==> config.mk <==
export PLATFORM = sky130hd
export DESIGN_NAME = pps_timing_core
export DESIGN_NICKNAME = d
export VERILOG_FILES = /design/src/rtl/pps_timing_pkg.sv /design/src/rtl/pps_channel.sv /design/src/rtl/pps_timing_core.sv
export SDC_FILE = /design/constraint.sdc
export NUM_CORES = 1
export LEC_CHECK = 0
export CAP_MARGIN = 20
export CORE_ASPECT_RATIO = 0.75
export CORE_MARGIN = 2
export CORE_UTILIZATION = 50
export DETAILED_ROUTE_END_ITERATION = 10
export PLACE_DENSITY = 0.79
export SKIP_LAST_GASP = 1
export SYNTH_ARGS = -nofsm -noshare
export SYNTH_HDL_FRONTEND = slang
export SYNTH_HIERARCHICAL = 1
export SYNTH_SLANG_ARGS = --single-unit
==> constraint.sdc <==
create_clock -name clk_tf -period 3.3 [get_ports clk_tf]
set_input_delay 0.66 -clock clk_tf [delete_from_list [all_inputs] [get_ports clk_tf]]
set_output_delay 0.66 -clock clk_tf [all_outputs]
set_load 0.05 [all_outputs]
==> src/rtl/pps_timing_pkg.sv <==
// pps_timing_pkg
//   Shared types and constants for the PPS timing core.
//   stop_state_e : per-channel stop-sequence state (IDLE/ARM/STOP/WAIT)
//   AdjClampDiv  : phase adjustments are clamped to +/- ClocksPerSecond/AdjClampDiv
package pps_timing_pkg;

   typedef enum logic [1:0] {
      ST_IDLE = 2'd0,
      ST_ARM  = 2'd1,
      ST_STOP = 2'd2,
      ST_WAIT = 2'd3
   } stop_state_e;

   localparam int unsigned AdjClampDiv = 4;

endpackage

==> src/rtl/pps_channel.sv <==
// pps_channel
//   One raw-PPS channel: synchronizer, edge detect, stop-sequence FSM,
//   second-counter capture and sticky missing-pulse flag.
//   Ports:
//     clk_tf, rst        : clock, synchronous active-high reset
//     pps_raw            : asynchronous raw PPS for this channel
//     wrap               : second counter is at its terminal count this cycle
//     sec_count_next     : second count that will be current next cycle
//     slow_rise_next     : slow clock rises on the next edge
//     slow_fall_next     : slow clock falls on the next edge
//     slow_next          : unregistered slow clock level
//     tdc_stop_next      : TDC stop, unregistered (next state is STOP)
//     stop_tos_count     : registered gated slow clock
//     cap_valid          : one-cycle capture strobe
//     cap_count          : captured second count
//     no_pulse           : sticky "no PPS seen during a whole second"
module pps_channel
   import pps_timing_pkg::*;
#(
   parameter int CountW = 25
) (
   input  logic              clk_tf,
   input  logic              rst,
   input  logic              pps_raw,
   input  logic              wrap,
   input  logic [CountW-1:0] sec_count_next,
   input  logic              slow_rise_next,
   input  logic              slow_fall_next,
   input  logic              slow_next,
   output logic              tdc_stop_next,
   output logic              stop_tos_count,
   output logic              cap_valid,
   output logic [CountW-1:0] cap_count,
   output logic              no_pulse
);

   // sync_q[0], sync_q[1] form the synchronizer; sync_q[2] is the delay flop
   logic [2:0]        sync_q, sync_d;
   stop_state_e       state_q, state_d;
   logic              stop_tos_q, stop_tos_d;
   logic              cap_valid_q, cap_valid_d;
   logic [CountW-1:0] cap_count_q, cap_count_d;
   logic              no_pulse_q, no_pulse_d;
   logic              rise;
   logic              capture;

   assign rise = sync_q[1] & ~sync_q[2];

   always_comb begin
      sync_d        = {sync_q[1:0], pps_raw};
      state_d       = state_q;
      cap_valid_d   = 1'b0;
      cap_count_d   = cap_count_q;
      no_pulse_d    = no_pulse_q;
      capture       = 1'b0;

      case (state_q)
         ST_IDLE: if (rise)           state_d = ST_ARM;
         ST_ARM:  if (slow_rise_next) state_d = ST_STOP;
         ST_STOP: if (slow_fall_next) state_d = ST_WAIT;
         ST_WAIT: if (wrap)           state_d = ST_IDLE;
         default:                     state_d = ST_IDLE;
      endcase

      // Rises outside IDLE belong to a sequence already in flight and are dropped
      capture = (state_q == ST_IDLE) && rise;

      if (wrap && (state_q == ST_IDLE)) begin
         no_pulse_d = 1'b1;
      end

      // The stored count is the one current while cap_valid is high, i.e. three
      // counts after the raw edge (two sync flops plus the delay flop).
      // A capture in the wrap cycle overrides setting no_pulse.
      if (capture) begin
         cap_valid_d = 1'b1;
         cap_count_d = sec_count_next;
         no_pulse_d  = 1'b0;
      end

      tdc_stop_next = (state_d == ST_STOP);
      stop_tos_d    = ((state_d == ST_IDLE) || (state_d == ST_ARM)) ? slow_next : 1'b0;
   end

   always_ff @(posedge clk_tf) begin
      if (rst) begin
         sync_q      <= '0;
         state_q     <= ST_IDLE;
         stop_tos_q  <= 1'b1;
         cap_valid_q <= 1'b0;
         cap_count_q <= '0;
         no_pulse_q  <= 1'b0;
      end else begin
         sync_q      <= sync_d;
         state_q     <= state_d;
         stop_tos_q  <= stop_tos_d;
         cap_valid_q <= cap_valid_d;
         cap_count_q <= cap_count_d;
         no_pulse_q  <= no_pulse_d;
      end
   end

   assign stop_tos_count = stop_tos_q;
   assign cap_valid      = cap_valid_q;
   assign cap_count      = cap_count_q;
   assign no_pulse       = no_pulse_q;

endmodule

==> src/rtl/pps_timing_core.sv <==
// pps_timing_core
//   Local second counter with phase adjust, clean PPS generation, a free
//   running slow clock, and NumChannels raw-PPS capture channels.
//   Ports:
//     clk_tf, rst     : only clock, synchronous active-high reset
//     pps_raw         : asynchronous raw PPS inputs, one per channel
//     adj_valid/ready : phase-adjust handshake (ready = nothing pending)
//     adj_delta       : signed cycles added to the next full second
//     tos_mark_ddc    : next clk_tf edge is top of second
//     pps_clean_next  : unregistered clean PPS; pps_clean_uc is its register
//     tdc_stop_next   : per-channel TDC stop (unregistered)
//     stop_tos_count  : per-channel gated slow clock (registered)
//     cap_valid/count : per-channel capture strobe and captured second count
//     no_pulse        : per-channel sticky missing-PPS flag
module pps_timing_core
   import pps_timing_pkg::*;
#(
   parameter int ClocksPerSecond = 19200000,
   parameter int PpsPulseWidth   = 1920,
   parameter int SlowClockPeriod = 1920,
   parameter int NumChannels     = 2,
   localparam int CountW         = $clog2(ClocksPerSecond + ClocksPerSecond / 4)
) (
   input  logic                          clk_tf,
   input  logic                          rst,
   input  logic [NumChannels-1:0]        pps_raw,
   input  logic                          adj_valid,
   input  logic signed [CountW:0]        adj_delta,
   output logic                          adj_ready,
   output logic                          tos_mark_ddc,
   output logic                          pps_clean_next,
   output logic                          pps_clean_uc,
   output logic [NumChannels-1:0]        tdc_stop_next,
   output logic [NumChannels-1:0]        stop_tos_count,
   output logic [NumChannels-1:0]        cap_valid,
   output logic [NumChannels*CountW-1:0] cap_count,
   output logic [NumChannels-1:0]        no_pulse
);

   localparam int SlowW    = $clog2(SlowClockPeriod);
   localparam int DeltaMax = ClocksPerSecond / AdjClampDiv;

   localparam logic [CountW-1:0]       TermNom  = CountW'(ClocksPerSecond - 1);
   localparam logic [CountW-1:0]       PulseW   = CountW'(PpsPulseWidth);
   localparam logic signed [CountW:0]  DeltaHi  = (CountW + 1)'(DeltaMax);
   localparam logic signed [CountW:0]  DeltaLo  = -DeltaHi;
   localparam logic [SlowW-1:0]        SlowLast = SlowW'(SlowClockPeriod - 1);
   localparam logic [SlowW-1:0]        SlowHalf = SlowW'(SlowClockPeriod / 2 - 1);

   // The clamped delta fits in CountW signed bits because 2^(CountW-1)
   // exceeds ClocksPerSecond/4 for any ClocksPerSecond.
   function automatic logic signed [CountW-1:0] sat_delta(input logic signed [CountW:0] d);
      if (d > DeltaHi) begin
         sat_delta = DeltaHi[CountW-1:0];
      end else if (d < DeltaLo) begin
         sat_delta = DeltaLo[CountW-1:0];
      end else begin
         sat_delta = d[CountW-1:0];
      end
   endfunction

   logic [CountW-1:0]        count_q, count_d;
   logic [SlowW-1:0]         slow_q, slow_d;
   logic signed [CountW-1:0] applied_q, applied_d;
   logic signed [CountW-1:0] pend_delta_q, pend_delta_d;
   logic                     pend_q, pend_d;
   logic                     pps_clean_uc_q, pps_clean_uc_d;
   logic [CountW-1:0]        term;
   logic                     wrap;
   logic                     slow_rise_next;
   logic                     slow_fall_next;
   logic                     slow_next;

   // Modular add: the true term always lies in 0..2^CountW-1
   assign term = TermNom + $unsigned(applied_q);
   assign wrap = (count_q == term);

   assign slow_rise_next = (slow_q == SlowLast);
   assign slow_fall_next = (slow_q == SlowHalf);
   assign slow_next      = (slow_q < SlowHalf) || slow_rise_next;

   assign adj_ready      = ~pend_q;
   assign tos_mark_ddc   = wrap;
   assign pps_clean_next = (count_q < PulseW) || wrap;
   assign pps_clean_uc   = pps_clean_uc_q;

   always_comb begin
      count_d        = wrap ? '0 : count_q + CountW'(1);
      slow_d         = slow_rise_next ? '0 : slow_q + SlowW'(1);
      applied_d      = applied_q;
      pend_d         = pend_q;
      pend_delta_d   = pend_delta_q;
      pps_clean_uc_d = pps_clean_next;

      // A pending delta lengthens/shortens only the second that starts now
      if (wrap) begin
         applied_d = pend_q ? pend_delta_q : '0;
         pend_d    = 1'b0;
      end

      // Evaluated after the wrap update so an adjust accepted in the wrap
      // cycle stays pending for the following wrap
      if (adj_valid && adj_ready) begin
         pend_d       = 1'b1;
         pend_delta_d = sat_delta(adj_delta);
      end
   end

   always_ff @(posedge clk_tf) begin
      if (rst) begin
         count_q        <= '0;
         slow_q         <= '0;
         applied_q      <= '0;
         pend_q         <= 1'b0;
         pend_delta_q   <= '0;
         pps_clean_uc_q <= 1'b1;
      end else begin
         count_q        <= count_d;
         slow_q         <= slow_d;
         applied_q      <= applied_d;
         pend_q         <= pend_d;
         pend_delta_q   <= pend_delta_d;
         pps_clean_uc_q <= pps_clean_uc_d;
      end
   end

   for (genvar ch = 0; ch < NumChannels; ch++) begin : g_ch
      pps_channel #(
         .CountW(CountW)
      ) u_channel (
         .clk_tf        (clk_tf),
         .rst           (rst),
         .pps_raw       (pps_raw[ch]),
         .wrap          (wrap),
         .sec_count_next(count_d),
         .slow_rise_next(slow_rise_next),
         .slow_fall_next(slow_fall_next),
         .slow_next     (slow_next),
         .tdc_stop_next (tdc_stop_next[ch]),
         .stop_tos_count(stop_tos_count[ch]),
         .cap_valid     (cap_valid[ch]),
         .cap_count     (cap_count[ch*CountW +: CountW]),
         .no_pulse      (no_pulse[ch])
      );
   end

endmodule

[After elaboration in Yosys (flattened, before gate mapping)]
Cells that the tools add are included.
Word-level totals
  flip-flop bits (word level): 154
  bits of input ports: 31
  output and inout port bits: 62
  logic and storage cells: 80
Cells by class
  add/subtract/negate cells: 3
  $lt $le $gt $ge: 4
  equality and inequality tests: 13
  mux-type cells: 20
  bitwise operators: 5
  reduce and logical (&&, ||, !) cells: 17
Operators with widths (count)
  two-way mux 25 bit: 4
  greater-than comparator 26 x 24 -> 1 bit (second input constant): 1
  < comparator 26 x 24 -> 1 bit (second input constant): 1
  adder 25 x 1 -> 25 bit (second input constant): 1
  adder 25 bit (first input constant): 1
  == test 25 bit: 1
  < comparator 25 x 11 -> 1 bit (second input constant): 1
  two-way mux 2 bit: 8
  case mux 2 bit (4 select lines): 2
  == test 2 bit (second input constant): 6
  adder 11 x 1 -> 11 bit (second input constant): 1
  == test 11 x 10 -> 1 bit (second input constant): 1
  == test 11 bit (second input constant): 1
  < comparator 11 x 10 -> 1 bit (second input constant): 1
  == test 2 x 1 -> 1 bit (second input constant): 4
  zero test 2 bit: 4
  two-way mux 1 bit: 6
  OR reduction 2 bit: 3
  logical AND 1 bit: 5
  logical OR 1 bit: 4
  inverter 1 bit: 3
  bitwise AND 1 bit: 2
  nonzero test 2 bit: 1

[Logic depth before layout (Yosys ltp)]
Gate-level depths: netlist (run 1).
  depth in word-level cells: 7
  mapped depth: 14
  mapped depth without buffers: 11

[By module]
Netlist (run 1), hierarchy kept.
Modules (own cells, without submodules)
  pps_timing_core: instances 1, cells an instance 626, area an instance 5008.6 um2, sequential area each 1761.7 um2
  pps_channel: instances 2, cells an instance 84, area an instance 1107.3 um2, sequential area each 660.6 um2

[Worst setup path before layout (run 1)]
Ideal clock, no wire load.
  path kind: flip-flop to output port
  from: reg applied_q[2]
  to: out pps_clean_next
  data arrival time: 2993 ps
  data required time: 2640 ps
  path slack: -353 ps
  cell stages (with the launch flop): 10
  buffers on the path: 2
  cells stage by stage: dfxtp_1 or4_1 buf_6 o41ai_4 nand3_1 a2111o_1 nand4b_4 buf_6 nor3_4 nand2b_1
On the way
  longest elaborated chain between the ends: 3
Ends and longest elaborated chain
  start: declaration: RTL line pps_timing_core.sv:64  | logic signed [CountW-1:0] applied_q, applied_d;
  start signal: assignment: RTL line pps_timing_core.sv:120  | applied_q <= applied_d;
  adder 25 bit: RTL line pps_timing_core.sv:75  | assign term = TermNom + $unsigned(applied_q);
  == test 25 bit: RTL line pps_timing_core.sv:76  | assign wrap = (count_q == term);
  logical OR 1 bit: RTL line pps_timing_core.sv:84  | assign pps_clean_next = (count_q < PulseW) || wrap;
  end: declaration: RTL line pps_timing_core.sv:31  | output logic pps_clean_next,
Every way passes these cells.

[Worst setup path in the final report (run 1)]
  from: reg applied_q[4]
  to: out tos_mark_ddc
On the way
  longest elaborated chain between the ends: 2
Ends and longest elaborated chain
  adder 25 bit: RTL line pps_timing_core.sv:75
  == test 25 bit: RTL line pps_timing_core.sv:76
  end: declaration: RTL line pps_timing_core.sv:30  | output logic tos_mark_ddc,
Every way passes these cells.

==> results of run 1 <==
==> registers in the layout, summed over array words and instances, names as in the netlist <==
register and cells:
applied_q 25, count_q 25, g_ch.u_channel/cap_count 50, g_ch.u_channel/cap_valid 2, g_ch.u_channel/no_pulse 2, g_ch.u_channel/state_q 4
g_ch.u_channel/stop_tos_count 2, g_ch.u_channel/sync_q 6, pend_delta_q 25, pend_q 1, pps_clean_uc 1, slow_q 11
==> per-layer routing <==
metal	vias to the layer above	share of wire [%]	track usage, %
li1	3128	-	-
met1	3037	48	33.18
met2	177	47	38.94
met3	21	4.5	3.499
met4	0	1.1	6.082
met5	-	0	0
==> cell type report <==
| cell class | count | area, sq um |
|---|---|---|
| Tap cell | 200 | 250.2 |
| Sequential cell | 154 | 3084 |
| Fill cell | 1143 | 5204 |
| Multi-Input combinational cell | 574 | 3832 |
| Clock inverter | 15 | 160.2 |
| Timing Repair Buffer | 136 | 1310 |
| Inverter | 12 | 45.04 |
| Clock buffer | 17 | 425.4 |
==> worst max-delay path, delay by kind of cell (launching register included) <==
family	cells	cell delay (ns)
compound gates	2	0.69
flops	1	0.32
buf+inv	3	0.47
simple gates	4	1.08
==> power breakdown <==
group          internal (W)  switching, W
clock network       0.00106      0.000830
registers           0.00189     0.0000286
logic             0.0000955      0.000126
==> worst min path at each step <==
stage / start / endpoint / slack (ns) / depth (start not counted)
6_report: g_ch[0].u_channel/sync_q[0]$_SDFF_PP0_ / g_ch[0].u_channel/sync_q[1]$_SDFF_PP0_ / 0.45 / 1
5_1_grt: g_ch[1].u_channel/sync_q[0]$_SDFF_PP0_ / g_ch[1].u_channel/sync_q[1]$_SDFF_PP0_ / 0.47 / 1
4_1_cts: g_ch[0].u_channel/sync_q[0]$_SDFF_PP0_ / g_ch[0].u_channel/sync_q[1]$_SDFF_PP0_ / 0.44 / 1
3_5_place_dp: g_ch[0].u_channel/sync_q[0]$_SDFF_PP0_ / g_ch[0].u_channel/sync_q[1]$_SDFF_PP0_ / 0.43 / 1
3_3_place_gp: g_ch[0].u_channel/sync_q[0]$_SDFF_PP0_ / g_ch[0].u_channel/sync_q[1]$_SDFF_PP0_ / 0.42 / 1
2_1_floorplan: g_ch[0].u_channel/sync_q[0]$_SDFF_PP0_ / g_ch[0].u_channel/sync_q[1]$_SDFF_PP0_ / 0.41 / 1
==> cells in the mapped netlist, types with 8 or more instances <==
master    instances
a31oi_1          10
a21oi_1          43
nand2_1          69
inv_1            12
xor2_1           35
or4_1            24
buf_2             8
and3_1           15
o21ai_0          27
nor3_1           10
a22o_2           16
nor2_1           80
dfxtp_1         154
clkbuf_1         27
o31ai_1          26
nand4_1          11
nand3_1          14
xnor2_1          25
nor2b_1          11
nor4_1           19
a22o_1           43
==> stage by stage <==
step	TNS, ns	instances	area, sq um
final	-0.6487	1108	9107
after global routing	-0.9576	1108	9107
after CTS	-0.5798	1105	9021
after detailed placement	-0.01455	1073	8418
after global placement	0	1073	8418
after floorplan	0	794	7238
==> kinds of logic (layout without fill, tap and decap cells) <==
family | after synthesis | in the layout
AO/OA/AOI/OAI | 213 | 213
XOR/XNOR | 60 | 60
buffers and inverters | 66 | 180
flip-flops | 154 | 154
multiplexers | 3 | 3
adder cells (fa/ha/maj) | 3 | 3
AND/OR/NAND/NOR | 295 | 295
==> what timing repair did <==
action                                  CTS  global route
setup buffers                             0             1
endpoints found under the setup margin    2            52
gates resized for setup                   4            11
pin swaps                                 0             1
==> flow_summary.yaml, run 1 <==
run_status:
  status: "finished with violations"
  violations: "negative setup slack"
synth:
  yosysUniqueCellTypes: 75
  synth_cells: 794
  synth_flop_cell: "dfxtp_1"
  yosysSeqAreaShare_pct: 42.68
  syn_area_sq_um: 7223
  synth_top_family_by_area: "simple AND/OR/NAND/NOR gates"
  synth_compound_area_share_pct: 21.93
  synthSimpleGateAreaFrac_pct: 21.93
  async_flop_share_pct: 0
  synthAdderAreaFrac_pct: 0.5197
  synth_xor_xnor_area_share_pct: 7.275
  yosys.area.top_type: "dfxtp_1"
  yosysWarnings: 6
  synth_top_area_share_pct: 42.68
  synthTopCellsByArea: "dfxtp_1, a22o_1, xor2_1"
  synthMuxAreaShare_pct: 0.4504
  synth_nets: 828
  syn_avg_cell_area_sq_um: 9.097
  synth_edf_count: 0
  ys_ff_latch: 154
sta:
  fin_skew_ns: 0.01314
  rsz0062_at_grt: "yes"
  timing.final.crit_period_ns: 3.628
  whs_ns: 0.4453
  finalHoldViolCount: 0
  tightest_slew_ns: 0.9786
  setup_viol: 2
  setup_ws_ns: -0.3281
  fmax_ghz: 0.2756
  fin_crit_sh_pct: 109.9
  drv_slew: 0
  slew_headroom_pct: 34.76
floorplan:
  die-area_sq_um: 15430
  io_pins: 93
  initial_utilization_pct: 50.47
  num_rows: 38
  die_h_um: 108.1
  core_sq_um: 14310
  die_w_um: 142.8
clock_network:
  cts_hold_buffers: 0
  cts.sink_count: 154
  clockBufferDepth: 2
  cts_root_buf: "clkbuf_16"
  tritoncts: "done"
  insertion_delay_ns: 0.42
  path_clk_slew_ns: 0.06
  cts_inserted_buffers: 17
  cts_max_level: 4
worst_setup_path:
  path_cells: "or4_4 -> buf_6 -> o41ai_4 -> nand3_1 -> a2111o_1 -> nand4b_4 -> nor3_4 -> buf_4 -> buf_12"
  arrival_ns: 2.97
  rr_endpoint: "applied_q[3]$_SDFFE_PP0N_"
  slowest_stage: "or4_4"
  cp-startpoint: "applied_q[4]$_SDFFE_PP0N_"
  crit_end: "tos_mark_ddc"
  cp-start-kind: "flip-flop"
  rr_startpoint: "applied_q[4]$_SDFFE_PP0N_"
  path_max_fanout: 4
  critPathKind: "reg2out"
  cpPeakStageDelay_ns: 0.58
  worstPathRequired_ns: 2.64
  worstSetupEndpointType: "output port"
  ff2ff_setup_slack_ns: 0.10
  r2r_cells: 9
placed_design:
  pre_cts_ws_ns: -0.008971
  port_buffers: 92
  hpwl_um: 12440
  gp_congestion: 0.9455
final_layout:
  final_common_cell: "dfxtp_1"
  drive_gt1_share_pct: 14.21
  layout_common_cells: "dfxtp_1, clkdlybuf4s50_1, nor2_1, nand2_1"
  insertedDiodeCount: 0
  area_growth_pct: 26.09
  fin_util_pct: 63.64
  layout.nets: 929
pwr:
  fin_total_pwr_w: 0.004037
  p_leak_nw: 3.443
  power_density_nw_per_um2: 443.3
  ir_worst_vdd_mv: 0.3402
global_route:
  grt_pass1_wl_um: 29880
  grt_pass1_vias: 6047
  grt_max_degree: 49
  track_usage_pct: 23.79
  antenna_found_initial: 0
  grt_overflow_total: 0
detailed_routing:
  drc_errors: 0
  wl_per_cell_um: 16.01
  vias: 6363
  drtPass1Iterations: 7
  routed_wl_um: 17740
  ant_nets: 0
  via_per_inst: 5.743
  drt_iter0_drc: 598
hold_path:
  hold_class: "reg2reg"
job:
  drv_cap: 0
(Power assumes the default switching activity.)
==> inputs of run 2 (changes only) <==
Settings changed: SLEW_MARGIN set to 15.
==> run 2 against run 1 <==
  * The flow still finishes with violations (negative setup slack)
  * Combinational power is essentially flat
  * Non-clock buffer count is the same
  * Clock power is essentially flat
  * Critical path depth is the same
  * Critical endpoint unchanged
  * Largest power group unchanged
==> flow_summary.yaml, run 2 (synthesis results as in run 1) <==
run_status:
  status: "finished with violations"
  violations: "negative setup slack"
sta:
  drv_slew: 0
  tns_ns: -0.6397
  timing.final.crit_period_ns: 3.622
  rsz0062_at_grt: "yes"
  fin_crit_sh_pct: 109.8
  fmax_ghz: 0.2761
  fin_skew_ns: 0.01211
  tightest_slew_ns: 1.004
  whs_ns: 0.4453
  slew_headroom_pct: 33.07
  finalHoldViolCount: 0
  setup_ws_ns: -0.3223
  setup_viol: 2
global_route:
  grt_max_degree: 49
  antenna_found_initial: 0
  grt_overflow_total: 0
  track_usage_pct: 23.79
  grt_pass1_vias: 6047
  grt_pass1_wl_um: 29880
hold_path:
  hold_path_depth: 1
  hold_class: "reg2reg"
  min_to: "g_ch[0].u_channel/sync_q[1]$_SDFF_PP0_"
  worst_hold_startpoint: "g_ch[0].u_channel/sync_q[0]$_SDFF_PP0_"
floorplan:
  num_rows: 38
  io_pins: 93
  initial_utilization_pct: 50.47
  core_sq_um: 14310
  die_h_um: 108.1
  die-area_sq_um: 15430
  die_w_um: 142.8
final_layout:
  fin_cells: 1108
  layout.nets: 929
  layout_common_cells: "dfxtp_1, clkdlybuf4s50_1, nor2_1, nand2_1"
  area_growth_pct: 25.98
  largest_register_ffs: 50
  design_area_sq_um: 9100
  multi_input_area_sq_um: 3832
  final_common_cell: "dfxtp_1"
  insertedDiodeCount: 0
  seq_area_sq_um: 3084
  drive_gt1_share_pct: 14.21
  nFillCells: 1143
worst_setup_path:
  ff2ff_setup_slack_ns: 0.11
  cp-start-kind: "flip-flop"
  path_max_fanout: 4
  slowest_stage: "or4_4"
  cp_top_family: "simple AND/OR/NAND/NOR gates"
  path_cells: "or4_4 -> buf_6 -> o41ai_4 -> nand3_1 -> a2111o_1 -> nand4b_4 -> nor3_4 -> buf_4 -> buf_12"
  critPathKind: "reg2out"
  cp_num_buf_inv: 3
  worstPathRequired_ns: 2.64
  worstSetupEndpointType: "output port"
  cpPeakStageDelay_ns: 0.58
  rr_endpoint: "applied_q[3]$_SDFFE_PP0N_"
  rr_startpoint: "applied_q[4]$_SDFFE_PP0N_"
  r2r_cells: 9
  arrival_ns: 2.96
detailed_routing:
  drt-met1-wl_um: 8474
  routed_wl_um: 17700
  met3WireLength_um: 801
  drtPass1Iterations: 5
  drc_errors: 0
  dr.max_layer_used: "met4"
  via_per_inst: 5.774
  drt_iter0_drc: 569
  met2_wirelength_um: 8241
  vias: 6398
  ant_nets: 0
  wl_per_cell_um: 15.98
clock_network:
  cts_max_level: 4
  path_clk_slew_ns: 0.06
  cts_root_buf: "clkbuf_16"
  cts_inserted_buffers: 17
  cts_hold_buffers: 0
  clockBufferDepth: 2
  insertion_delay_ns: 0.42
  cts.sink_count: 154
  tritoncts: "done"
placed_design:
  gp_congestion: 0.9455
  dp_cells: 1073
  port_buffers: 92
  hpwl_um: 12440
  place_area_sq_um: 8418
pwr:
  ir_worst_vdd_mv: 0.3408
  power_density_nw_per_um2: 443.5
  p_leak_nw: 3.441
  fin_total_pwr_w: 0.004036
job:
  drv_cap: 0
[run 2: where the power goes]
part           internal (W)  switching, W  leakage, nW  total (W)
clock               0.00106      0.000830        0.280    0.00190
combinational     0.0000943      0.000126         1.91   0.000220
sequential          0.00189     0.0000289         1.25    0.00192
[run 2: worst max-delay path by stage]
stage	startpoint	end	slack, ns	depth (start not counted)
2_1_floorplan	applied_q[13]$_SDFFE_PP0N_	pps_clean_next	0.001	9
3_3_place_gp	adj_delta[11]	pend_delta_q[3]$_SDFFE_PP0P_	0.06	9
3_5_place_dp	adj_delta[12]	pend_delta_q[5]$_SDFFE_PP0P_	-0.009	9
4_1_cts	applied_q[5]$_SDFFE_PP0N_	tos_mark_ddc	-0.29	9
5_1_grt	applied_q[4]$_SDFFE_PP0N_	tos_mark_ddc	-0.39	9
6_report	applied_q[4]$_SDFFE_PP0N_	tos_mark_ddc	-0.32	9
[run 2: cell type report]
| cell class | instances | area share (%) |
|---|---|---|
| clock buffers | 17 | 4.675 |
| multi-input cells | 574 | 42.11 |
| inverters | 12 | 0.4950 |
| repair buffers | 136 | 14.31 |
| flip-flops and latches | 154 | 33.89 |
| clock inverters | 15 | 1.760 |
| well taps | 200 | 2.750 |
[run 2: metal layers]
layer | up-vias | track usage, %
met5 | - | 0
met4 | 0 | 6.082
met3 | 19 | 3.499
met2 | 185 | 38.94
met1 | 3062 | 33.18
li1 | 3132 | -
[run 2: worst register-to-register path: cells and delay by family, from the launching register on]
| kind | cells | cell delay (ns) |
|---|---|---|
| and+or+nand+nor | 4 | 1.50 |
| buffers and inverters | 2 | 0.45 |
| DFF | 1 | 0.32 |
| AOI/OAI and AO/OA | 3 | 0.86 |
[run 2: metrics by stage]
step / worst slack (ns) / utilization, %
floorplan: 0.001256 / -
global placement: 0.05665 / 58.82
detailed placement: -0.008971 / 58.82
CTS: -0.2931 / 63.04
global route: -0.3893 / 63.59
finish: -0.3223 / 63.59
[run 2: what timing repair did]
item / 4_1_cts / 5_1_grt
buffers inserted: 0 / 1
setup endpoints to repair: 2 / 52
pin swaps: 0 / 1
resized for setup: 4 / 11
